===== src/rtl/fetch_unit_pkg.sv =====
// Shared widths, state encoding and PC helper for the instruction fetch unit.
package fetch_unit_pkg;

  localparam int unsigned ADDR_SIZE  = 31;
  localparam int unsigned INSTR_SIZE = 31;
  localparam int unsigned ADDR_W     = ADDR_SIZE + 1;
  localparam int unsigned INSTR_W    = INSTR_SIZE + 1;

  localparam logic [ADDR_W-1:0] DEFAULT_RESET_PC = '0;

  typedef enum logic [1:0] {
    FuIdle   = 2'd0,
    FuReq    = 2'd1,
    FuSquash = 2'd2
  } fu_state_e;

  // Wraps modulo 2^ADDR_W; no alignment is enforced.
  function automatic logic [ADDR_W-1:0] pc_add(input logic [ADDR_W-1:0] pc,
                                               input logic [ADDR_W-1:0] inc);
    return pc + inc;
  endfunction

endpackage


===== src/rtl/fetch_fifo.sv =====
// Synchronous FIFO holding {instr, pc} pairs toward decode; flush beats push and pop.
module fetch_fifo #(
  parameter int unsigned WIDTH = 64,
  parameter int unsigned DEPTH = 2
) (
  input  logic                     clk,
  input  logic                     reset,
  input  logic                     i_push,
  input  logic [WIDTH-1:0]         i_data,
  input  logic                     i_pop,
  input  logic                     i_flush,
  output logic [WIDTH-1:0]         o_head,
  output logic [$clog2(DEPTH):0]   o_count
);

  localparam int unsigned PtrW = $clog2(DEPTH);
  localparam int unsigned CntW = PtrW + 1;

  logic [WIDTH-1:0] r_mem [DEPTH];
  logic [PtrW-1:0]  r_wr_ptr;
  logic [PtrW-1:0]  r_rd_ptr;
  logic [CntW-1:0]  r_count;
  logic             w_push;
  logic             w_pop;

  assign w_push = i_push && (r_count != CntW'(DEPTH));
  assign w_pop  = i_pop && (r_count != '0);

  always_ff @(posedge clk or posedge reset) begin
    if (reset) begin
      r_wr_ptr <= '0;
      r_rd_ptr <= '0;
      r_count  <= '0;
    end else if (i_flush) begin
      r_wr_ptr <= '0;
      r_rd_ptr <= '0;
      r_count  <= '0;
    end else begin
      if (w_push) r_wr_ptr <= r_wr_ptr + PtrW'(1);
      if (w_pop)  r_rd_ptr <= r_rd_ptr + PtrW'(1);
      r_count <= r_count + CntW'(w_push) - CntW'(w_pop);
    end
  end

  always_ff @(posedge clk) begin
    if (w_push && !i_flush) r_mem[r_wr_ptr] <= i_data;
  end

  assign o_head  = r_mem[r_rd_ptr];
  assign o_count = r_count;

endmodule


===== src/rtl/fetch_unit.sv =====
// Instruction fetch: PC, single-outstanding imem read handshake, redirect squash, decode buffer.
module fetch_unit
  import fetch_unit_pkg::*;
#(
  parameter logic [ADDR_W-1:0] RESET_PC   = DEFAULT_RESET_PC,
  parameter logic [ADDR_W-1:0] PC_INC     = ADDR_W'(4),
  parameter int unsigned       FIFO_DEPTH = 2
) (
  input  logic               clk,
  input  logic               reset,
  output logic [ADDR_W-1:0]  imem_rd_addr,
  output logic               imem_rd_enable,
  input  logic [INSTR_W-1:0] imem_rd_data,
  input  logic               imem_rd_ready,
  input  logic               redirect_valid,
  input  logic [ADDR_W-1:0]  redirect_pc,
  output logic               instr_valid,
  output logic [INSTR_W-1:0] instr,
  output logic [ADDR_W-1:0]  instr_pc,
  input  logic               instr_ready
);

  localparam int unsigned CntW = $clog2(FIFO_DEPTH) + 1;
  localparam logic [CntW-1:0] DepthC = CntW'(FIFO_DEPTH);

  fu_state_e                 r_state, w_state_nxt;
  logic [ADDR_W-1:0]         r_pc, w_pc_nxt;
  logic [ADDR_W-1:0]         r_addr, w_addr_nxt;
  logic                      w_push, w_pop;
  logic [CntW-1:0]           w_count;
  logic [INSTR_W+ADDR_W-1:0] w_head;
  logic                      w_credit_idle, w_credit_after_push;

  // Credit ignores a same-cycle pop; an outstanding read always owns a slot.
  assign w_credit_idle       = w_count < DepthC;
  assign w_credit_after_push = (w_count + CntW'(1)) < DepthC;

  always_comb begin
    w_state_nxt = r_state;
    w_pc_nxt    = r_pc;
    w_addr_nxt  = r_addr;
    w_push      = 1'b0;
    unique case (r_state)
      FuIdle: begin
        if (redirect_valid) begin
          w_pc_nxt    = redirect_pc;
          w_addr_nxt  = redirect_pc;
          w_state_nxt = FuReq;
        end else if (w_credit_idle) begin
          w_addr_nxt  = r_pc;
          w_state_nxt = FuReq;
        end
      end
      FuReq: begin
        if (imem_rd_ready) begin
          if (redirect_valid) begin
            w_pc_nxt   = redirect_pc;
            w_addr_nxt = redirect_pc;
          end else begin
            w_push   = 1'b1;
            w_pc_nxt = pc_add(r_pc, PC_INC);
            if (w_credit_after_push) w_addr_nxt = w_pc_nxt;
            else                     w_state_nxt = FuIdle;
          end
        end else if (redirect_valid) begin
          w_pc_nxt    = redirect_pc;
          w_state_nxt = FuSquash;
        end
      end
      FuSquash: begin
        if (redirect_valid) w_pc_nxt = redirect_pc;
        if (imem_rd_ready) begin
          w_addr_nxt  = w_pc_nxt;
          w_state_nxt = FuReq;
        end
      end
      default: w_state_nxt = FuIdle;
    endcase
  end

  always_ff @(posedge clk or posedge reset) begin
    if (reset) begin
      r_state <= FuIdle;
      r_pc    <= RESET_PC;
      r_addr  <= RESET_PC;
    end else begin
      r_state <= w_state_nxt;
      r_pc    <= w_pc_nxt;
      r_addr  <= w_addr_nxt;
    end
  end

  assign imem_rd_enable = (r_state != FuIdle);
  assign imem_rd_addr   = r_addr;
  assign w_pop          = instr_valid && instr_ready;

  fetch_fifo #(
    .WIDTH(INSTR_W + ADDR_W),
    .DEPTH(FIFO_DEPTH)
  ) u_fifo (
    .clk    (clk),
    .reset  (reset),
    .i_push (w_push),
    .i_data ({imem_rd_data, r_addr}),
    .i_pop  (w_pop),
    .i_flush(redirect_valid),
    .o_head (w_head),
    .o_count(w_count)
  );

  assign instr_valid      = (w_count != '0);
  assign {instr, instr_pc} = w_head;

endmodule

===== config.mk =====
export PLATFORM = sky130hd
export DESIGN_NAME = fetch_unit
export DESIGN_NICKNAME = d
export VERILOG_FILES = /design/src/rtl/fetch_unit_pkg.sv /design/src/rtl/fetch_fifo.sv /design/src/rtl/fetch_unit.sv
export SDC_FILE = /design/constraint.sdc
export NUM_CORES = 1
export LEC_CHECK = 0
export ABC_CLOCK_PERIOD_IN_PS = 13600
export BUFFER_PORTS_ARGS = -buffer_cell sky130_fd_sc_hd__buf_4
export CORE_ASPECT_RATIO = 0.7
export CORE_MARGIN = 10
export CORE_UTILIZATION = 50
export DETAILED_ROUTE_END_ITERATION = 6
export PLACE_DENSITY = 0.72
export SYNTH_ARGS = -nofsm -noshare
export SYNTH_HDL_FRONTEND = slang
export SYNTH_SLANG_ARGS = --single-unit

===== constraint.sdc =====
create_clock -name clk -period 13.6 [get_ports clk]
set_input_delay 2.72 -clock clk [delete_from_list [all_inputs] [get_ports clk]]
set_output_delay 2.72 -clock clk [all_outputs]
set_load 0.05 [all_outputs]

==> flow_summary_export.csv <==
group,metric,value,unit
clock_tree,postCtsHoldBufs,0,
yosys,yosys.area.top_type,"edfxtp_1",
clock_tree,h-tree-depth,4,
yosys,syn_avg_cell_area,12.41,µm²
clock_tree,cts.sinks,198,
yosys,synth_edf_count,128,
clock_tree,cts_made_buffers,17,
setup_path,reg2regPathDepth,5,
floorplan,die_area,24220,µm²
floorplan,core-area,18010,µm²
yosys,synth_cell_types,65,
cells_and_area,drive_above_1_share,33.07,%
power,irDropWorstVdd,0.1482,mV
power,cellPowerDensity,222.8,nW/µm²
drt,routed_wl,23.52,mm
clock_tree,clk-insertion-delay-late,440,ps
place,place.gp.congestion,0.8990,
global_routing,top_usage_layer,"met2",
clock_tree,cts_buffer_depth,2,
timing,finalMaxSlewViolations,0,
setup_path,path_max_fanout,35,
yosys,ys_top_cells_by_area,"edfxtp_1, dfrtp_1, mux2_2",
global_routing,track_usage,18.91,%
clock_tree,cts-resized-gates,0,
setup_path,r2r_start,"r_state[0]",
drt,viasPerCell,6.025,
global_routing,grtUsageMet2,27.56,%
yosys,seq_area_frac_synth,61.08,%
yosys,synth_seq_cells,198,
place,portBuffers,166,
timing,maxSlewHeadroom,25.37,%
floorplan,io_pins,167,
drt,first_pass_iters,5,
global_routing,grt_max_degree,72,
setup_path,ff2ff_setup_slack,10800,ps
cells_and_area,antennaDiodeCount,0,
yosys,netlist_instances,738,
drt,wl_per_cell,20.90,µm
floorplan,num_rows,41,
min_path,hold_path_startpoint,"r_pc[0]",
timing,fin_crit_sh,38.35,%
clock_tree,cts_tree,"yes",
global_routing,grt_use_met3,5.601,%
timing,final_hold_viol_count,0,
setup_path,cp.required,10880,ps
global_routing,grt_pass1_wl,36.69,mm
setup_path,reg2reg_to,"imem_rd_addr[19]",
place,dpl-instance-area,10540,µm²
run_status,status,"completed",
drt,drt_iter0_markers,767,
setup_path,crit_path_start_kind,"register",
cells_and_area,syn2layout_area_growth,21.77,%
global_routing,grt_pass1_vias,6488,
timing,fin_worst_skew,9.879,ps
timing,setup_viol,0,
floorplan,initial_core_util,50.88,%
cells_and_area,layout.cells.non_filler,1125,
min_path,hp-class,"register to register",
yosys,synth_top_area_share,41.96,%
cells_and_area,nets,950,
place,place_inst,1093,
min_path,min_to,"r_pc[0]",
floorplan,die_w,181.8,µm
flow_run,cap_violations,0,
clock_tree,post-cts-setup-buffers,0,
clock_tree,cts_root_buf,"clkbuf_16",
yosys,yosysWarnings,0,
timing,fin_tns_setup,0,ps
yosys,synth_nets,812,
global_routing,use_met1,27.05,%
setup_path,arrival,2500,ps
timing,fin_crit,5216,ps
floorplan,fp.dieH,133.3,µm
power,p_leak,4.205,nW
timing,worstMarginPinSlew,1119,ps
drt,final_antenna_net_count,0,
cells_and_area,n_fill_cell,1451,
global_routing,grt_antenna_before_repair,0,
setup_path,path_class,"register to output port",
global_routing,overflow,0,
timing,rsz0062_at_grt,"false",
place,hpwl,15.82,mm
yosys,syn-cell-area,9161,µm²
drt,vias,6778,
setup_path,crit_path_end_kind,"output port",
min_path,min_path_cells,2,
drt,drc,0,
yosys,async_reset_ff_share,35.35,%
timing,max_freq,191.7,MHz
cells_and_area,final_cell_area,11160,µm²
yosys,ys.flop_type,"edfxtp_1",
clock_tree,clkTransAtPathRegs,80,ps
[registers in the layout, indices dropped and copies added, names as in the netlist]
name	cells
imem_rd_addr	32
u_fifo.r_rd_ptr	1
u_fifo.r_mem	128
r_state	2
u_fifo.o_count	2
r_pc	32
u_fifo.r_wr_ptr	1
[cell usage after synthesis (5+ instances only)]
| cell | count |
|---|---|
| nand3_1 | 30 |
| a311oi_1 | 6 |
| a31oi_1 | 8 |
| mux2i_1 | 9 |
| nor2_1 | 36 |
| a21oi_1 | 23 |
| mux2_2 | 67 |
| xor2_1 | 6 |
| dfrtp_1 | 70 |
| and3_1 | 13 |
| o22ai_1 | 12 |
| a221o_1 | 8 |
| edfxtp_1 | 128 |
| nor4_1 | 14 |
| o21ai_0 | 32 |
| nand4_1 | 15 |
| ha_1 | 5 |
| o31a_1 | 6 |
| and2_1 | 5 |
| buf_2 | 14 |
| nand2_1 | 69 |
| nor3_1 | 18 |
| o31ai_1 | 5 |
| a211oi_1 | 8 |
| o211ai_1 | 7 |
| nor2b_1 | 6 |
| xnor2_1 | 14 |
| clkbuf_1 | 32 |
| inv_1 | 11 |
[metal layers]
metal | wire length (µm) | vias to the layer above
met5 | 0 | -
met4 | 333 | 0
met3 | 2280 | 28
met2 | 10310 | 316
met1 | 10590 | 3351
li1 | - | 3083
[cell families after synthesis]
logic type                 share of synthesized area [%]
AOI/OAI and AO/OA                                  10.45
xor gates and xnor gates                           1.912
adders and majority gates                         0.7921
buffers and inverters                              3.073
DFF                                                61.08
muxes                                              9.219
and+or+nand+nor                                    13.48
[worst max-delay path: stages, from the launching register on]
cell,delay [ps]
dfrtp_2,850
buf_4,530
mux2_2,420
buf_4,200
[worst max-delay path by stage]
stage                          from                  to  slack [ps]  cells after the start
finish              u_fifo.r_rd_ptr        instr_pc[14]        8380                      3
global route        u_fifo.r_rd_ptr        instr_pc[14]        8250                      3
CTS                 u_fifo.r_rd_ptr        instr_pc[14]        8360                      3
detailed placement   redirect_valid    imem_rd_addr[13]        8330                      6
global placement     redirect_valid    imem_rd_addr[16]        8480                      6
floorplan            redirect_valid  u_fifo.r_mem[0][0]        6710                      4
[where the power goes]
| part | switching, W | internal, W |
|---|---|---|
| clock network | 0.000254 | 0.000255 |
| registers | 0.000140 | 0.000800 |
| logic | 0.000702 | 0.000334 |
[through the flow]
stage                     hold slack (ps)  util (%)  setup slack (ps)  power [W]
after detailed placement            461.0     58.52              8331   0.001990
after floorplan                     445.0         -              6711   0.001670
after global placement              464.2     58.52              8476   0.001976
after CTS                           479.5     61.96              8359   0.002502
final                               476.6     61.96              8384   0.002486
after global routing                508.2     61.96              8248   0.002614
[cells in the final DEF, fill, tap and decap left out, types with 7 or more instances in the layout]
cell type and n:
nor3_1 17, inv_1 10, a211oi_1 8, o211ai_1 7, and3_1 13, xnor2_1 14
buf_4 173, nand3_1 30, mux2_2 67, o22ai_1 12, a31oi_1 8, nand2_1 69
clkinv_8 7, o21ai_0 32, nor4_1 14, edfxtp_1 128, dfrtp_1 69, a21oi_1 23
nor2_1 35, mux2i_1 9, a221o_1 8, nand4_1 15, clkbuf_16 17
[final cells by class]
cell class | count | area [µm²] | share of cell area [%]
sequential | 198 | 5597 | 50.17
multi-input combinational | 474 | 3302 | 29.60
timing repair buffer | 173 | 1299 | 11.64
clock buffer | 18 | 439.2 | 3.937
tap | 236 | 295.3 | 2.647
clock inverter | 14 | 178.9 | 1.604
inverter | 12 | 45.04 | 0.4038
Power figures use the tool's default switching activity.
